**src/rtl/coin_accumulator_pkg.sv**
```systemverilog
// Shared definitions for the coin path: FSM state encodings, coin codes
// and the default coin values. The downstream vending FSM imports these as well.
package coin_accumulator_pkg;

  typedef enum logic [1:0] {
    ST_IDLE    = 2'b00,
    ST_COLLECT = 2'b01,
    ST_REJECT  = 2'b10,
    ST_LOCK    = 2'b11
  } state_e;

  localparam logic [2:0] COIN_CODE_1  = 3'b001;
  localparam logic [2:0] COIN_CODE_2  = 3'b010;
  localparam logic [2:0] COIN_CODE_5  = 3'b011;
  localparam logic [2:0] COIN_CODE_10 = 3'b100;
  localparam logic [2:0] COIN_CODE_20 = 3'b101;

  localparam logic [6:0] DEF_COIN1_VALUE  = 7'd1;
  localparam logic [6:0] DEF_COIN2_VALUE  = 7'd2;
  localparam logic [6:0] DEF_COIN5_VALUE  = 7'd5;
  localparam logic [6:0] DEF_COIN10_VALUE = 7'd10;
  localparam logic [6:0] DEF_COIN20_VALUE = 7'd20;

  localparam logic [6:0]  DEF_MAX_TOTAL      = 7'd127;
  localparam logic [15:0] DEF_TIMEOUT_CYCLES = 16'd1000;

endpackage

```
**src/rtl/coin_accumulator_value_decoder.sv**
```systemverilog
// Combinational map from a coin code to its credit value.
// Codes outside the five known coins decode as invalid with value 0.
module coin_value_decoder
  import coin_accumulator_pkg::*;
#(
  parameter logic [6:0] COIN1_VALUE  = DEF_COIN1_VALUE,
  parameter logic [6:0] COIN2_VALUE  = DEF_COIN2_VALUE,
  parameter logic [6:0] COIN5_VALUE  = DEF_COIN5_VALUE,
  parameter logic [6:0] COIN10_VALUE = DEF_COIN10_VALUE,
  parameter logic [6:0] COIN20_VALUE = DEF_COIN20_VALUE
) (
  input  logic [2:0] code,
  output logic       valid,
  output logic [6:0] value
);

  // Code lookup; unknown codes fall through to invalid.
  always_comb begin
    valid = 1'b1;
    value = 7'd0;
    case (code)
      COIN_CODE_1:  value = COIN1_VALUE;
      COIN_CODE_2:  value = COIN2_VALUE;
      COIN_CODE_5:  value = COIN5_VALUE;
      COIN_CODE_10: value = COIN10_VALUE;
      COIN_CODE_20: value = COIN20_VALUE;
      default:      valid = 1'b0;
    endcase
  end

endmodule

```
**src/rtl/coin_accumulator.sv**
```systemverilog
// Coin accumulator: takes coins over a valid/ready handshake, validates
// and sums them into the credit bus, rejects bad or overflowing coins,
// refunds on inactivity and freezes credit while downstream commits.
//
// state   | meaning
// --------+---------------------------------------------------------
// IDLE    | no credit, waiting for the first coin
// COLLECT | credit > 0, inactivity timer running
// REJECT  | one cycle, coin returned to the tray, credit unchanged
// LOCK    | downstream committing, credit frozen until clear
module coin_accumulator
  import coin_accumulator_pkg::*;
#(
  parameter logic [6:0]  COIN1_VALUE    = DEF_COIN1_VALUE,
  parameter logic [6:0]  COIN2_VALUE    = DEF_COIN2_VALUE,
  parameter logic [6:0]  COIN5_VALUE    = DEF_COIN5_VALUE,
  parameter logic [6:0]  COIN10_VALUE   = DEF_COIN10_VALUE,
  parameter logic [6:0]  COIN20_VALUE   = DEF_COIN20_VALUE,
  parameter logic [6:0]  MAX_TOTAL      = DEF_MAX_TOTAL,
  parameter logic [15:0] TIMEOUT_CYCLES = DEF_TIMEOUT_CYCLES
) (
  input  logic       i_clk,
  input  logic       i_rst,
  input  logic       i_coin_valid,
  input  logic [2:0] i_coin_code,
  output logic       o_coin_ready,
  input  logic       i_accept_en,
  input  logic       i_lock,
  input  logic       i_clear,
  output logic [6:0] o_total_coin_value,
  output logic       o_coin_accepted,
  output logic       o_coin_rejected,
  output logic       o_timeout,
  output logic [6:0] o_refund_value,
  output logic [1:0] o_state
);

  state_e      state_q, state_d;
  logic [6:0]  total_q, total_d;
  logic [15:0] cnt_q, cnt_d;
  logic        accepted_q, accepted_d;
  logic        rejected_q, rejected_d;
  logic        timeout_q, timeout_d;
  logic [6:0]  refund_q, refund_d;

  logic        coin_valid;
  logic [6:0]  coin_value;
  logic [7:0]  sum;
  logic        coin_taken;
  logic        timer_tc;

  coin_value_decoder #(
    .COIN1_VALUE  (COIN1_VALUE),
    .COIN2_VALUE  (COIN2_VALUE),
    .COIN5_VALUE  (COIN5_VALUE),
    .COIN10_VALUE (COIN10_VALUE),
    .COIN20_VALUE (COIN20_VALUE)
  ) u_decoder (
    .code  (i_coin_code),
    .valid (coin_valid),
    .value (coin_value)
  );

  // Ready is combinational so a held coin is taken the same cycle conditions allow.
  assign o_coin_ready = ((state_q == ST_IDLE) || (state_q == ST_COLLECT)) &&
                        i_accept_en && !i_lock && !i_clear;
  assign coin_taken   = i_coin_valid && o_coin_ready;
  // Nine-bit-free overflow check: the carry lands in sum[7].
  assign sum          = {1'b0, total_q} + {1'b0, coin_value};
  assign timer_tc     = (cnt_q == (TIMEOUT_CYCLES - 16'd1));

  // Next-state and registered-output logic; clear overrides everything.
  always_comb begin
    state_d    = state_q;
    total_d    = total_q;
    cnt_d      = cnt_q;
    accepted_d = 1'b0;
    rejected_d = 1'b0;
    timeout_d  = 1'b0;
    refund_d   = 7'd0;
    if (i_clear) begin
      state_d = ST_IDLE;
      total_d = 7'd0;
      cnt_d   = 16'd0;
    end else begin
      case (state_q)
        ST_IDLE, ST_COLLECT: begin
          if (i_lock) begin
            state_d = ST_LOCK;
          end else if (coin_taken) begin
            if (coin_valid && (sum <= {1'b0, MAX_TOTAL})) begin
              total_d    = sum[6:0];
              accepted_d = 1'b1;
              state_d    = ST_COLLECT;
              cnt_d      = 16'd0;
            end else begin
              rejected_d = 1'b1;
              state_d    = ST_REJECT;
            end
          end else if (state_q == ST_COLLECT) begin
            if (timer_tc) begin
              timeout_d = 1'b1;
              refund_d  = total_q;
              total_d   = 7'd0;
              state_d   = ST_IDLE;
              cnt_d     = 16'd0;
            end else begin
              cnt_d = cnt_q + 16'd1;
            end
          end
        end
        ST_REJECT: state_d = (total_q == 7'd0) ? ST_IDLE : ST_COLLECT;
        ST_LOCK:   state_d = ST_LOCK;
        default:   state_d = ST_IDLE;
      endcase
    end
  end

  // State and output registers; reset drops credit without any refund pulse.
  always_ff @(posedge i_clk or posedge i_rst) begin
    if (i_rst) begin
      state_q    <= ST_IDLE;
      total_q    <= 7'd0;
      cnt_q      <= 16'd0;
      accepted_q <= 1'b0;
      rejected_q <= 1'b0;
      timeout_q  <= 1'b0;
      refund_q   <= 7'd0;
    end else begin
      state_q    <= state_d;
      total_q    <= total_d;
      cnt_q      <= cnt_d;
      accepted_q <= accepted_d;
      rejected_q <= rejected_d;
      timeout_q  <= timeout_d;
      refund_q   <= refund_d;
    end
  end

  assign o_total_coin_value = total_q;
  assign o_coin_accepted    = accepted_q;
  assign o_coin_rejected    = rejected_q;
  assign o_timeout          = timeout_q;
  assign o_refund_value     = refund_q;
  assign o_state            = state_q;

endmodule

```
**config.mk**
```make
export PLATFORM = sky130hd
export DESIGN_NAME = coin_accumulator
export DESIGN_NICKNAME = d
export VERILOG_FILES = /design/src/rtl/coin_accumulator_pkg.sv /design/src/rtl/coin_accumulator_value_decoder.sv /design/src/rtl/coin_accumulator.sv
export SDC_FILE = /design/constraint.sdc
export NUM_CORES = 1
export LEC_CHECK = 0
export CAP_MARGIN = 20
export CELL_PAD_IN_SITES_DETAIL_PLACEMENT = 1
export CELL_PAD_IN_SITES_GLOBAL_PLACEMENT = 1
export CORE_MARGIN = 3
export CORE_UTILIZATION = 42
export DETAILED_ROUTE_END_ITERATION = 12
export PLACE_DENSITY_LB_ADDON = 0.1
export SETUP_SLACK_MARGIN = 0.02
export SYNTH_ARGS = -nofsm -noshare
export SYNTH_HDL_FRONTEND = slang
export SYNTH_SLANG_ARGS = --single-unit
```
**constraint.sdc**
```tcl
create_clock -name i_clk -period 3 [get_ports i_clk]
set_input_delay 0.6 -clock i_clk [delete_from_list [all_inputs] [get_ports i_clk]]
set_output_delay 0.6 -clock i_clk [all_outputs]
set_load 0.01 [all_outputs]
```
; After elaboration in Yosys (flattened, before gate mapping)
; Index checks and enable logic that the tools add are counted.
[totals]
elab_cells = 87
reg_bits = 35
input_bits = 9
out_inout_bits = 20
[classes]
n_eq_ne = 13
reduce_logical = 18
muxes = 46
magnitude_cmp = 1
n_addsub = 2
[op_table]
columns = cell, n
row1 = 16-bit 2-to-1 mux, 7
row2 = 7-bit 2-to-1 mux, 13
row3 = 5-bit one-hot mux with 5 select lines, 1
row4 = 1-bit 2-to-1 mux, 18
row5 = 16-bit by 1-bit adder with 16-bit output (second input constant), 1
row6 = 16-bit by 10-bit == test with 1-bit output (second input constant), 1
row7 = 2-bit 2-to-1 mux, 6
row8 = 5-bit inequality test (second input constant), 2
row9 = 7-bit by 7-bit adder with 8-bit output, 1
row10 = 8-bit by 7-bit <= comparator with 1-bit output (second input constant), 1
row11 = 7-bit logical NOT, 1
row12 = 3-bit by 2-bit == test with 1-bit output (second input constant), 2
row13 = 3-bit == test (second input constant), 2
row14 = 2-bit one-hot mux with 3 select lines, 1
row15 = 3-bit nonzero test, 2
row16 = 1-bit logical AND, 5
row17 = 5-bit AND reduction, 1
row18 = 5-bit OR reduction, 1
row19 = 2-bit == test (second input constant), 2
row20 = 4-bit AND reduction, 1
row21 = 3-bit by 1-bit == test with 1-bit output (second input constant), 1
row22 = 3-bit by 2-bit inequality test with 1-bit output (second input constant), 1
row23 = 2-bit by 1-bit == test with 1-bit output (second input constant), 1
row24 = 1-bit logical NOT, 2
row25 = other kinds (6), 6

; Logic depth before layout (Yosys ltp)
[depth]
word_depth = 10
ltp_mapped = 9
depth_no_buf = 8

; By module
; A second synthesis with hierarchy kept.
[hier_totals]
cells_unflattened = 220
area_unflattened_um2 = 2227.1
[by_module_without_submodules]
columns = module, instances, seq_area_each_um2, area_each_um2, cells_per_inst
row1 = coin_accumulator, 1, 875.8, 2153.3, 209
row2 = coin_value_decoder, 1, 0.0, 73.8, 11

; Worst setup path before layout
; Ideal clock, no wire load.
[synth_timing]
path_type = input -> register
start = input i_coin_code[2]
end = register total_q[2], in the netlist o_total_coin_value[2]
setup_time_ns = 0.128
n_path_buf = 0
arrival_time_ns = 2.543
path_slack_ns = 0.329
cell_stages = 8
required_time_ns = 2.872
path_cell_list = xor2_1 nor2b_1 ha_1 a211oi_1 nor4_1 o21ba_4 nor3_4 mux2_1
[synth_via]
elab_chain_len = 8
word_cells_on_any_way = 18
cone_classes = add/sub (1) / order compare (1) / eq/ne (6) / mux (7) / reduce/logical (3)
[synth_rtl]
columns = item, line_no
row1 = "start, declared", coin_accumulator.sv:25  ; input logic [2:0] i_coin_code,
row2 = "parallel branches: the longest is 8 deep, another holds 7-bit by 7-bit adder with 8-bit output", -
row3 = "end signal, assigned", coin_accumulator.sv:131  ; total_q <= total_d;
row4 = "end, declared", coin_accumulator.sv:39  ; logic [6:0] total_q, total_d;
; Several ways; the timed one is not identified. The select of a mux whose other input is x is not followed.
; A chain may end at the register's enable or synchronous reset.

; Final worst setup path
[layout_timing]
start = input i_coin_code[2]
end = register total_q[3], in the netlist o_total_coin_value[3]
; Same word-level chain as after synthesis.

==> impl_metrics.env <==
export IMPL_via_count=1830
export IMPL_clock_path_buffers=2
export IMPL_drive_gt1_share_pct=14.2
export IMPL_die_area_sq_um=5700
export IMPL_final_cells=305
export IMPL_max_stage_delay_ps=500
export IMPL_wl_met1_mm=2.58
export IMPL_grt_pass1_vias=1875
export IMPL_antenna_found_initial=0
export IMPL_endpoint_kind="register"
export IMPL_p_clk_share_pct=31.8
export IMPL_utilization_pct=56.8
export IMPL_avgViaCountPerCell=6.00
export IMPL_ir_drop_uv=269
export IMPL_drtAntennaViolNets=0
export IMPL_start_kind="input pin"
export IMPL_internal_power_uw=734
export IMPL_port_buffer_count=28
export IMPL_fin_setup_tns_ps=0
export IMPL_worst_path_buf_inv=1
export IMPL_cts_root_buffer="clkbuf_8"
export IMPL_synth_simple_gate_area_share_pct=24.5
export IMPL_synth_top_flop_cell="dfrtp_1"
export IMPL_p_leak_nw=1.15
export IMPL_synth_adder_area_share_pct=4.69
export IMPL_synth_top_family_by_area="simple AND/OR/NAND/NOR gates"
export IMPL_maxSlewViolCount=0
export IMPL_switchingPower_uw=285
export IMPL_maxSlewHeadroom_pct=69.6
export IMPL_finalHoldViolations=0
export IMPL_finalSetupViolCount=0
export IMPL_synth_edf_count=0
export IMPL_synth_xor_xnor_area_share_pct=1.30
export IMPL_clock_sinks=35
export IMPL_cts_hold_repair_buffers=0
export IMPL_route_detailed_drc=0
export IMPL_dp_hpwl_mm=4.24
export IMPL_initial_utilization_pct=45.0
export IMPL_p_seq_share_pct=50.6
export IMPL_syn_to_final_growth_pct=26.2
export IMPL_max_freq_ghz=0.352
export IMPL_wl_per_cell_microns=18.3
export IMPL_first_pass_iters=4
export IMPL_overflow=0
export IMPL_cts_buffers=5
export IMPL_worst_path_max_delay_cell="clkdlybuf4s50_1"
export IMPL_routabilityCongestion=0.889
export IMPL_maxCapViolCount=0
export IMPL_core_area_sq_um=4500
export IMPL_cellPowerDensity_nw_per_um2=398
export IMPL_nNetsFinal=268
export IMPL_postPlaceCellArea_sq_um=2470
export IMPL_cts_tree="built"
export IMPL_rsz0062_at_grt="no"
export IMPL_grt_max_degree=36
export IMPL_outcome="finished, final reports clean"
export IMPL_final_cell_area_sq_um=2560
export IMPL_die_h_microns=75.5
export IMPL_hold_ws_ps=537
export IMPL_skew_ps=3.60
export IMPL_ios=29
export IMPL_grt_usage_pct=21.4
export IMPL_worst_path_max_fanout=4
export IMPL_synth_nets=221
export IMPL_highest_layer="met4"
export IMPL_syn_area_per_cell_sq_um=9.89
export IMPL_period_minus_slack_ps=2840
export IMPL_synth_cell_types=51
export IMPL_hp_class="reg -> reg"
export IMPL_dr_wl_met2_mm=2.73
export IMPL_cp_required_ps=3170
export IMPL_syn_inst=205
export IMPL_n_antenna_cell=0
export IMPL_drt_total_wl_mm=5.58
export IMPL_async_flop_share_pct=100
export IMPL_worstPathCellList="clkdlybuf4s50_1, xor2_1, nor2b_1, ha_1, a211oi_2, nor4_1, o21ba_4, nor3_4, mux2_1"
export IMPL_grt_pass1_wl_mm=9.11
export IMPL_wl_met3_microns=193
export IMPL_htreeDepth=2
export IMPL_min_period_over_period_pct=94.7
export IMPL_yosys_register_bits=35
export IMPL_path_clk_slew_ps=60
export IMPL_p_comb_share_pct=17.6
export IMPL_muxShareOfSynthArea_pct=4.26
export IMPL_clk_latency_ps=290
export IMPL_rows=24
export IMPL_dieWidth_microns=75.5
export IMPL_cp_top_family="simple AND/OR/NAND/NOR gates"
export IMPL_swShare_pct=28.0
export IMPL_dp_cells=297
export IMPL_seq_area_frac_synth_pct=43.2
export IMPL_worst_pin_slew_ps=452
export IMPL_initialDrtViolationCount=61
export IMPL_path_class="in -> reg"
export IMPL_yosys_warnings=0
export IMPL_syn_area_sq_um=2030
export IMPL_arrival_ps=3010
export IMPL_synth_compound_area_share_pct=19.1
==> worst register-to-register path, stage by stage, from the launching register on <==
cell and delay [ps]:
dfrtp_1 410, ha_1 250, nor4bb_1 370, and4_4 340
nor2_1 100, buf_4 190, a211o_1 270, a21o_1 180
==> flip-flops by register name, indices dropped and copies added, names as in the netlist <==
name,count
o_timeout,1
o_state,2
o_coin_accepted,1
o_coin_rejected,1
cnt_q,16
o_total_coin_value,7
o_refund_value,7
==> power by group through the flow <==
stage	clock, mW	combinational, mW	sequential [mW]
floorplan	0	0.0963	0.521
global placement	0	0.171	0.522
detailed placement	0	0.177	0.523
CTS	0.335	0.179	0.515
global route	0.358	0.198	0.518
finish	0.325	0.179	0.516
==> path summary, 6_finish.rpt <==
check / start / endpoint / slack, ps / depth (start not counted)
max reg2reg: cnt_q[0]$_DFFE_PP0P_ / cnt_q[11]$_DFFE_PP0P_ / 770 / 7
min: cnt_q[13]$_DFFE_PP0P_ / cnt_q[13]$_DFFE_PP0P_ / 540 / 1
max in group asynchronous: i_rst / o_state[0]$_DFFE_PP0P_ / 1950 / 3
min in group asynchronous: i_rst / o_state[1]$_DFFE_PP0P_ / 710 / 3
max: i_coin_code[2] / o_total_coin_value[3]$_DFFE_PP0P_ / 160 / 9
min reg2reg: cnt_q[13]$_DFFE_PP0P_ / cnt_q[13]$_DFFE_PP0P_ / 540 / 1
==> layout make-up <==
class | count | area (sq um)
clock inverters | 1 | 5.00
fillers | 511 | 1940
repair buffers | 45 | 408
flip-flops and latches | 35 | 876
multi-input cells | 157 | 1100
well taps | 52 | 65.1
inverters | 8 | 30.0
clock buffers | 7 | 76.3
==> cell usage in the layout (no fill, tap or decap), types with 3 or more instances in the layout <==
master,Yosys,routed
and3_1,4,4
or3_1,6,6
and2_1,5,5
a21o_1,6,6
o21ai_1,11,11
nor3_1,13,13
nand3_1,10,10
a22o_1,3,3
mux2i_1,3,3
a31oi_1,4,4
mux2_1,4,4
buf_4,0,17
clkbuf_8,0,5
a211oi_1,4,3
nand2_1,14,14
a21oi_1,5,5
nor2_1,12,12
nor4_1,4,4
dfrtp_1,35,35
inv_1,8,8
ha_1,6,6
clkdlybuf4s50_1,0,28
a211o_1,4,4
o31ai_1,4,4
==> metrics by stage <==
stage               setup WS, ps  total power, mW
finish                       160             1.02
global route                19.7             1.07
CTS                          120             1.03
detailed placement          -185            0.700
global placement           -22.7            0.693
floorplan                    329            0.617
==> Yosys cell counts, drive strengths merged (4+ instances only) <==
master  instances  area share (%)
dfrtp          35              43
nor3           15             4.5
nand2          14             2.6
nor2           12             2.2
o21ai          11             2.7
nand3          10             2.5
inv             8             1.5
a21o            6             2.2
a21oi           6             1.7
ha              6             3.7
or3             6             1.9
and2            5             1.5
mux2            5             2.8
a211o           4             1.7
a211oi          4             1.5
a31oi           4             1.2
and3            4             1.2
buf             4             1.3
nor4            4             1.2
o31ai           4             1.5
==> repair_timing <==
action,4_1_cts,5_1_grt
setup buffers,0,0
endpoints found under the setup margin,0,9
gates resized for setup,0,2
==> kinds of logic (layout without fill, tap and decap cells) <==
kind of cell               after synthesis  in the layout
and+or+nand+nor                         85             85
xor gates and xnor gates                 3              3
muxes                                    8              8
AOI/OAI and AO/OA                       54             54
adders and majority gates                7              7
buffers and inverters                   13             61
DFF                                     35             35
==> routing by layer <==
layer | vias up | track usage (%)
met2 | 37 | 36.5
met4 | 0 | 6.41
met1 | 923 | 27.3
li1 | 861 | -
met5 | - | 0
met3 | 9 | 4.35
Note: power is estimated with default switching activity, not from simulation.
